### config.mk
export PLATFORM = sky130hd
export DESIGN_NAME = rtc_lectura_seq
export DESIGN_NICKNAME = d
export VERILOG_FILES = /design/src/rtl/rtc_pkg.sv /design/src/rtl/rtc_tmo_cnt.sv /design/src/rtl/rtc_lectura_seq.sv
export SDC_FILE = /design/constraint.sdc
export NUM_CORES = 1
export LEC_CHECK = 0
export BUFFER_PORTS_ARGS = -buffer_cell sky130_fd_sc_hd__buf_2
export CORE_MARGIN = 4
export CORE_UTILIZATION = 51
export DETAILED_ROUTE_END_ITERATION = 10
export GPL_ROUTABILITY_DRIVEN = 0
export HOLD_SLACK_MARGIN = 0.12
export PLACE_DENSITY_LB_ADDON = 0.2
export SLEW_MARGIN = 20
export SYNTH_ARGS = -nofsm -noshare
export SYNTH_HDL_FRONTEND = slang
export SYNTH_SLANG_ARGS = --single-unit
### constraint.sdc
create_clock -name clk -period 2.07 [get_ports clk]
set_input_delay 0.207 -clock clk [delete_from_list [all_inputs] [get_ports clk]]
set_output_delay 0.207 -clock clk [all_outputs]
set_load 0.05 [all_outputs]
### src/rtl/rtc_pkg.sv
// Shared definitions for the RTC parallel-bus sequencers (read and write).
package rtc_pkg;

  // Default wait budget for a bus phase before the sequencer gives up.
  localparam int unsigned TIMEOUT_CYC_DEF = 1023;
  localparam int unsigned CNT_W_DEF       = 10;

  // Value presented on the address lines when the sequencer does not own the bus.
  localparam logic [7:0] BUS_IDLE = 8'h00;

  // Read sequencer states.
  typedef enum logic [2:0] {
    RD_IDLE = 3'd0,
    RD_ADDR = 3'd1,
    RD_READ = 3'd2,
    RD_DONE = 3'd3,
    RD_ERR  = 3'd4,
    RD_WREL = 3'd5
  } rd_state_e;

  // Write sequencer states.
  typedef enum logic [2:0] {
    WR_IDLE = 3'd0,
    WR_ADDR = 3'd1,
    WR_DATA = 3'd2,
    WR_DONE = 3'd3,
    WR_ERR  = 3'd4,
    WR_WREL = 3'd5
  } wr_state_e;

  // True in the states where the read sequencer is waiting on the bus driver.
  function automatic logic rd_waits_fin(rd_state_e s);
    return (s == RD_ADDR) || (s == RD_READ);
  endfunction

endpackage

### src/rtl/rtc_tmo_cnt.sv
// Phase timeout counter shared by the RTC read and write sequencers.
// tc_o is high in the cycle whose increment would make the count reach TIMEOUT_CYC,
// so the owner can leave the phase on that same edge (after TIMEOUT_CYC idle cycles).
module rtc_tmo_cnt #(
  parameter int unsigned CNT_W       = 10,
  parameter int unsigned TIMEOUT_CYC = 1023
) (
  input  logic clk,
  input  logic reset,
  input  logic clr_i,
  input  logic en_i,
  output logic tc_o
);

  localparam logic [CNT_W-1:0] TcVal = CNT_W'(TIMEOUT_CYC - 1);

  logic [CNT_W-1:0] cnt_q, cnt_d;

  assign tc_o = (cnt_q == TcVal);

  // Clear wins over enable; the count parks at the terminal value.
  always_comb begin
    cnt_d = cnt_q;
    if (clr_i) begin
      cnt_d = '0;
    end else if (en_i && !tc_o) begin
      cnt_d = cnt_q + 1'b1;
    end
  end

  // Count register with synchronous reset.
  always_ff @(posedge clk) begin
    if (reset) begin
      cnt_q <= '0;
    end else begin
      cnt_q <= cnt_d;
    end
  end

endmodule

### src/rtl/rtc_lectura_seq.sv
// RTC read sequencer: address phase, read-strobe phase, byte capture, completion pulse.
// All outputs are registered alongside the state register (Moore).
module rtc_lectura_seq
  import rtc_pkg::*;
#(
  parameter int unsigned TIMEOUT_CYC = TIMEOUT_CYC_DEF,
  parameter int unsigned CNT_W       = CNT_W_DEF
) (
  input  logic       clk,
  input  logic       reset,
  input  logic       iniciar_i,
  input  logic [7:0] dir_i,
  input  logic       fin_i,
  input  logic [7:0] data_in_i,
  output logic [7:0] dir_out_o,
  output logic       lee_o,
  output logic       activa_o,
  output logic [7:0] dato_o,
  output logic       final_o,
  output logic       error_o
);

  rd_state_e  state_q, state_d;
  logic [7:0] dir_out_q, dir_out_d;
  logic [7:0] dato_q, dato_d;
  logic       lee_q, lee_d;
  logic       activa_q, activa_d;
  logic       final_q, final_d;
  logic       error_q, error_d;

  logic tmo_clr, tmo_en, tmo_tc;

  // Restart the budget on every entry into a waiting phase; count only idle waiting cycles.
  assign tmo_clr = (state_d != state_q) && rd_waits_fin(state_d);
  assign tmo_en  = rd_waits_fin(state_q) && !fin_i;

  rtc_tmo_cnt #(
    .CNT_W      (CNT_W),
    .TIMEOUT_CYC(TIMEOUT_CYC)
  ) u_tmo_cnt (
    .clk  (clk),
    .reset(reset),
    .clr_i(tmo_clr),
    .en_i (tmo_en),
    .tc_o (tmo_tc)
  );

  // Next state: abort beats fin, fin beats timeout.
  always_comb begin
    state_d = state_q;
    case (state_q)
      RD_IDLE: begin
        if (iniciar_i) state_d = RD_ADDR;
      end
      RD_ADDR: begin
        if (!iniciar_i) state_d = RD_IDLE;
        else if (fin_i) state_d = RD_READ;
        else if (tmo_tc) state_d = RD_ERR;
      end
      RD_READ: begin
        if (!iniciar_i) state_d = RD_IDLE;
        else if (fin_i) state_d = RD_DONE;
        else if (tmo_tc) state_d = RD_ERR;
      end
      RD_DONE: state_d = RD_WREL;
      RD_ERR:  state_d = RD_WREL;
      RD_WREL: begin
        // A held request must drop before another read can start.
        if (!iniciar_i) state_d = RD_IDLE;
      end
      default: state_d = RD_IDLE;
    endcase
  end

  // Output values for the state being entered.
  always_comb begin
    dir_out_d = BUS_IDLE;
    lee_d     = 1'b0;
    activa_d  = 1'b0;
    final_d   = 1'b0;
    error_d   = 1'b0;
    dato_d    = dato_q;
    case (state_d)
      RD_ADDR: begin
        activa_d  = 1'b1;
        // Address is latched only on acceptance; later dir changes are ignored.
        dir_out_d = (state_q == RD_IDLE) ? dir_i : dir_out_q;
      end
      RD_READ: begin
        activa_d  = 1'b1;
        lee_d     = 1'b1;
        dir_out_d = dir_out_q;
      end
      RD_DONE: final_d = 1'b1;
      RD_ERR: begin
        final_d = 1'b1;
        error_d = 1'b1;
      end
      default: ;
    endcase
    if ((state_q == RD_READ) && (state_d == RD_DONE)) begin
      dato_d = data_in_i;
    end
  end

  // State and registered outputs; reset clears the captured byte as well.
  always_ff @(posedge clk) begin
    if (reset) begin
      state_q   <= RD_IDLE;
      dir_out_q <= BUS_IDLE;
      lee_q     <= 1'b0;
      activa_q  <= 1'b0;
      dato_q    <= 8'h00;
      final_q   <= 1'b0;
      error_q   <= 1'b0;
    end else begin
      state_q   <= state_d;
      dir_out_q <= dir_out_d;
      lee_q     <= lee_d;
      activa_q  <= activa_d;
      dato_q    <= dato_d;
      final_q   <= final_d;
      error_q   <= error_d;
    end
  end

  assign dir_out_o = dir_out_q;
  assign lee_o     = lee_q;
  assign activa_o  = activa_q;
  assign dato_o    = dato_q;
  assign final_o   = final_q;
  assign error_o   = error_q;

endmodule

* Word level (Yosys, flattened, before mapping) *
Cells that the tools add are included.

storage, ports and cells
  bits in registers = 33
  output and inout port bits = 20
  word-level logic and storage cells = 50

cells by class
  add/sub/neg operators = 1
  equality and inequality tests = 12
  multiplexer cells = 14
  bitwise operators = 1
  reductions and logical operators = 14

operators by type and width
  cell                     count
  $mux W3                  7
  $pmux W8 S2              1
  $pmux W3 S5              1
  $eq A3 B2 Y1 const B     4
  $add A10 B1 Y10 const B  1
  $eq A10 B10 Y1 const B   1
  $eq A3 B3 Y1 const B     3
  $mux W8                  1
  $reduce_or A2 Y1         4
  $eq A3 B1 Y1 const B     2
  $logic_and A1 B1 Y1      4
  $mux W1                  4
  $logic_not A3 Y1         1
  $ne A3 B3 Y1             1
  $logic_not A1 Y1         2
  $logic_or A1 B1 Y1       2
  $ne A2 B1 Y1 const B     1
  $reduce_and A2 Y1        1
  $not A1 Y1               1

* Logic depth before layout (Yosys ltp) *
  depth after elaboration = 9
  gate-level depth with buffers = 8

* Hierarchy *
Synthesis repeated with hierarchy kept, for this count alone.

second synthesis, totals
  cells, all modules = 160
  area total of the unflattened synthesis = 1,505.2 um2

by module, submodules not included
  module           instances  cells an instance  area each (um2)
  rtc_lectura_seq  1          99                 979.7
  rtc_tmo_cnt      1          61                 525.5

* Worst setup path after synthesis *
OpenSTA, ideal clock, no wires.

  kind = reg-to-reg
  start point = reg u_tmo_cnt.cnt_q[0]
  end point = reg activa_q (netlist: activa_o)
  setup time = 0.114 ns
  arrival time = 1.486 ns
  setup slack = 0.470 ns
  stages on the path, launching flop included = 8
  buffers on the path = 0
  clock period less this slack = 1.600 ns
  cell sequence = dfxtp_1 > inv_1 > ha_1 > nand3_1 > or3_4 > o311ai_4 > a211o_2 > a21oi_2

on the way
  word-level cells in the longest chain between the ends = 8
  elaborated cells on any way between the ends = 11
  those cells by class = 3 x eq/ne; 7 x mux; 1 x reduce/logical

ends and longest elaborated chain
  element                                              line                                          RTL
  start: declaration                                   rtc_tmo_cnt.sv:17                             logic [CNT_W-1:0] cnt_q, cnt_d;
  start signal: assignment                             rtc_tmo_cnt.sv:36                             cnt_q <= cnt_d;
  $eq A10 B10 Y1 (*)                                   rtc_tmo_cnt.sv:19                             assign tc_o = (cnt_q == TcVal);
  $mux W3 (*)                                          rtc_lectura_seq.sv:58, rtc_lectura_seq.sv:63
  $mux W3, on equally long branches                    rtc_lectura_seq.sv:62, rtc_lectura_seq.sv:57
  $mux W3, on equally long branches                    rtc_lectura_seq.sv:61, rtc_lectura_seq.sv:56
  $pmux W3 S5 (*)                                      rtc_lectura_seq.sv:51                         case (state_q)
  $eq A3 B1 Y1 / $eq A3 B2 Y1 (equally long branches)  rtc_lectura_seq.sv:83                         case (state_d)
  $reduce_or A2 Y1 (no line) (*)                       n/a
  $mux W1 (*)                                          rtc_lectura_seq.sv:83
  end signal: assignment                               rtc_lectura_seq.sv:120                        activa_q <= activa_d;
  end: declaration                                     rtc_lectura_seq.sv:27                         logic activa_q, activa_d;

Mark *: on every way between the ends. The rest lies on a longest branch, timed or not.
A chain may end at the register's enable or synchronous reset.

* Worst setup path in the final report *
  start point = reg u_tmo_cnt.cnt_q[0]
  end point = reg u_tmo_cnt.cnt_q[3]

on the way
  word-level cells in the longest chain between the ends = 9
  elaborated cells on any way between the ends = 16
  those cells by class = 1 x add/sub; 4 x eq/ne; 6 x mux; 5 x reduce/logical

ends and longest elaborated chain
  element                                              line                                          RTL
  $eq A10 B10 Y1                                       rtc_tmo_cnt.sv:19
  $mux W3                                              rtc_lectura_seq.sv:58, rtc_lectura_seq.sv:63
  $mux W3, on equally long branches                    rtc_lectura_seq.sv:62, rtc_lectura_seq.sv:57
  $mux W3, on equally long branches                    rtc_lectura_seq.sv:61, rtc_lectura_seq.sv:56
  $pmux W3 S5                                          rtc_lectura_seq.sv:51
  $eq A3 B1 Y1 / $eq A3 B2 Y1 (equally long branches)  rtc_pkg.sv:33                                 return (s == RD_ADDR) || (s == RD_READ);
  $logic_or A1 B1 Y1                                   rtc_pkg.sv:33
  $logic_and A1 B1 Y1                                  rtc_lectura_seq.sv:34                         assign tmo_clr = (state_d != state_q) && rd_waits_fin(state_d);
  $reduce_or A2 Y1 (no line)                           n/a

Parallel ways exist; a longest one is shown, timed or not.

==> flow_metrics.tcl <==
set metrics [dict create \
    status "completed" \
    period_share_pct 87.3 \
    tightestPinTransition_ns 0.545 \
    tns_ns 0 \
    dr.pass1.iters 4 \
    post_cts_resized 0 \
    via_per_inst 5.26 \
    dieWidth_um 61.2 \
    cts_buffers 5 \
    endpoint "u_tmo_cnt.cnt_q[3]" \
    crit_start "u_tmo_cnt.cnt_q[0]" \
    cp.required_ns 2.30 \
    reg2reg_slack_ns 0.26 \
    cts_max_level 2 \
    drive_gt1_share_pct 31.1 \
    min_period_ns 1.81 \
    drc 0 \
    p_leak_uw 0.000843 \
    hp-class "in -> reg" \
    fin_skew_ns 0.0115 \
    layout_common_cells "buf_2 (39), dfxtp_1 (33), nor2_1 (23)" \
    synthFlopType "dfxtp_1" \
    hold_start "reset" \
    grt_start_max_net_pins 16 \
    grt_overflow 0 \
    r2r-end "u_tmo_cnt.cnt_q[3]" \
    fin_nets 227 \
    synth_edf_count 0 \
    hold_buffers 16 \
    critPathLaunchType "flip-flop" \
    utilization_pct 69.0 \
    syn_avg_cell_area_um2 9.88 \
    clock_latency_ns 0.34 \
    seq_area_frac_synth_pct 45.8 \
    gr-usage-all-layers_pct 18.5 \
    drv_cap 0 \
    dieArea_mm2 0.00374 \
    area_growth_pct 30.8 \
    coreArea_mm2 0.00273 \
    setup_viol 0 \
    cp-end-kind "flip-flop" \
    syn_nets 168 \
    grt_pass1_vias 1220 \
    synth-async-reset-ratio_pct 0 \
    diodes 0 \
    num_io_pins 40 \
    finalHoldViolCount 0 \
    cts_setup_buffers 0 \
    cts_sinks 33 \
    drtIter0Drc 51 \
    slew_violations 0 \
    grt_pass1_wl_mm 5.15 \
    arrival_ns 2.04 \
    fmax_mhz 553 \
    hpwlAfterDp_mm 2.12 \
    ys_warn_count 0 \
    crit_fanout 9 \
    drt_wl_total_mm 3.16 \
    yosysUniqueCellTypes 42 \
    synth-seq-cells 33 \
    rows 19 \
    r2r_start "u_tmo_cnt.cnt_q[0]" \
    start_util_pct 52.8 \
    final_antenna_net_count 0 \
    crit_type "reg -> reg" \
    syn_area_mm2 0.00144 \
    final_common_cell "buf_2" \
    fp.dieH_um 61.2 \
    syn_inst 146 \
    routedWlPerCell_um 13.3 \
    cts_root_buffer "clkbuf_4" \
    clock_path_buffers 2 \
    cts.clk_slew.worst_paths_ns 0.11 \
    ir_drop_mv 0.728 \
    rsz0062_at_grt "false" \
    via_count 1247 \
    maxSlewHeadroom_pct 63.6 \
    p_per_area_mw_per_mm2 651 \
    antenna_found_initial 0 \
    portBuffers 39 \
    cts_tree "done" \
    r2r_cells 8 \
    fillCellCount 219 \
]
## worst min-delay path by stage
stage / to / slack (ns) / cells after the start
2_1_floorplan: activa_o / 0.27 / 1
3_3_place_gp: dir_out_o[2] / 0.42 / 2
3_5_place_dp: dir_out_o[1] / 0.42 / 2
4_1_cts: activa_o / 0.17 / 2
5_1_grt: activa_o / 0.19 / 2
6_report: activa_o / 0.18 / 2
## through the flow
stage / std cells / area, um^2 / power, uW / hold slack (ns) / setup WS [ns]
4_1_cts: 237 / 1890 / 1240 / 0.174 / 0.263
6_report: 237 / 1890 / 1230 / 0.183 / 0.263
3_5_place_dp: 213 / 1660 / 807 / 0.421 / 0.290
5_1_grt: 237 / 1890 / 1280 / 0.187 / 0.139
3_3_place_gp: 213 / 1660 / 803 / 0.420 / 0.410
2_1_floorplan: 146 / 1440 / 765 / 0.269 / 0.470
## synth_stat cells (all sizes together) (3+ instances only)
| cell | n | area share [%] |
|---|---|---|
| nor3 | 3 | 1.7 |
| o21ai | 4 | 1.6 |
| mux2i | 8 | 5.6 |
| nor4 | 5 | 2.2 |
| inv | 6 | 1.6 |
| nand2 | 7 | 1.8 |
| and2b | 5 | 2.8 |
| nand3 | 4 | 1.7 |
| a21oi | 3 | 1.3 |
| xnor2 | 9 | 5.5 |
| nor2 | 23 | 6.0 |
| o211ai | 3 | 1.6 |
| dfxtp | 33 | 46 |
| clkbuf | 3 | 1.6 |
| a22o | 8 | 4.9 |
## routing by layer
layer	vias to the layer above	global-route usage (%)	share of wire, %
met2	30	32.9	51
met4	0	9.91	1.7
met1	582	20.4	42
met3	7	3.98	5.7
li1	628	-	-
met5	-	0	0
## worst max-delay path, cell delays in order, from the launching register on
cell and delay, ns:
dfxtp_1 0.42, inv_1 0.06, ha_1 0.20, nand3_1 0.12
nor3_2 0.07, buf_4 0.17, nor4b_1 0.41, xnor2_1 0.18
nor2_1 0.06
## registers in the layout (all words and copies together), names as in the netlist
name / count
dato_o: 8
state_q: 3
u_tmo_cnt.cnt_q: 10
final_o: 1
error_o: 1
lee_o: 1
dir_out_o: 8
activa_o: 1
## cell families after synthesis
family / after synthesis / share of synthesized area [%]
xor gates and xnor gates: 9 / 5.46
adders and majority gates: 2 / 1.73
AOI/OAI and AO/OA: 25 / 14.9
buffers and inverters: 11 / 3.99
and+or+nand+nor: 57 / 21.8
DFF: 33 / 45.8
muxes: 9 / 6.33
## power by group
group,switching (uW),internal (uW)
Sequential,10.8,648
Combinational,91.0,67.1
Clock,215,197
## final cells by class
| cell class | count | area (um^2) | share of cell area (%) |
|---|---|---|---|
| sequential | 33 | 661 | 35.0 |
| clock inverter | 1 | 5.00 | 0.265 |
| tap | 31 | 38.8 | 2.06 |
| inverter | 6 | 22.5 | 1.19 |
| multi-input combinational | 102 | 724 | 38.4 |
| timing repair buffer | 57 | 370 | 19.6 |
| clock buffer | 7 | 65.1 | 3.45 |
(Power assumes the default switching activity.)
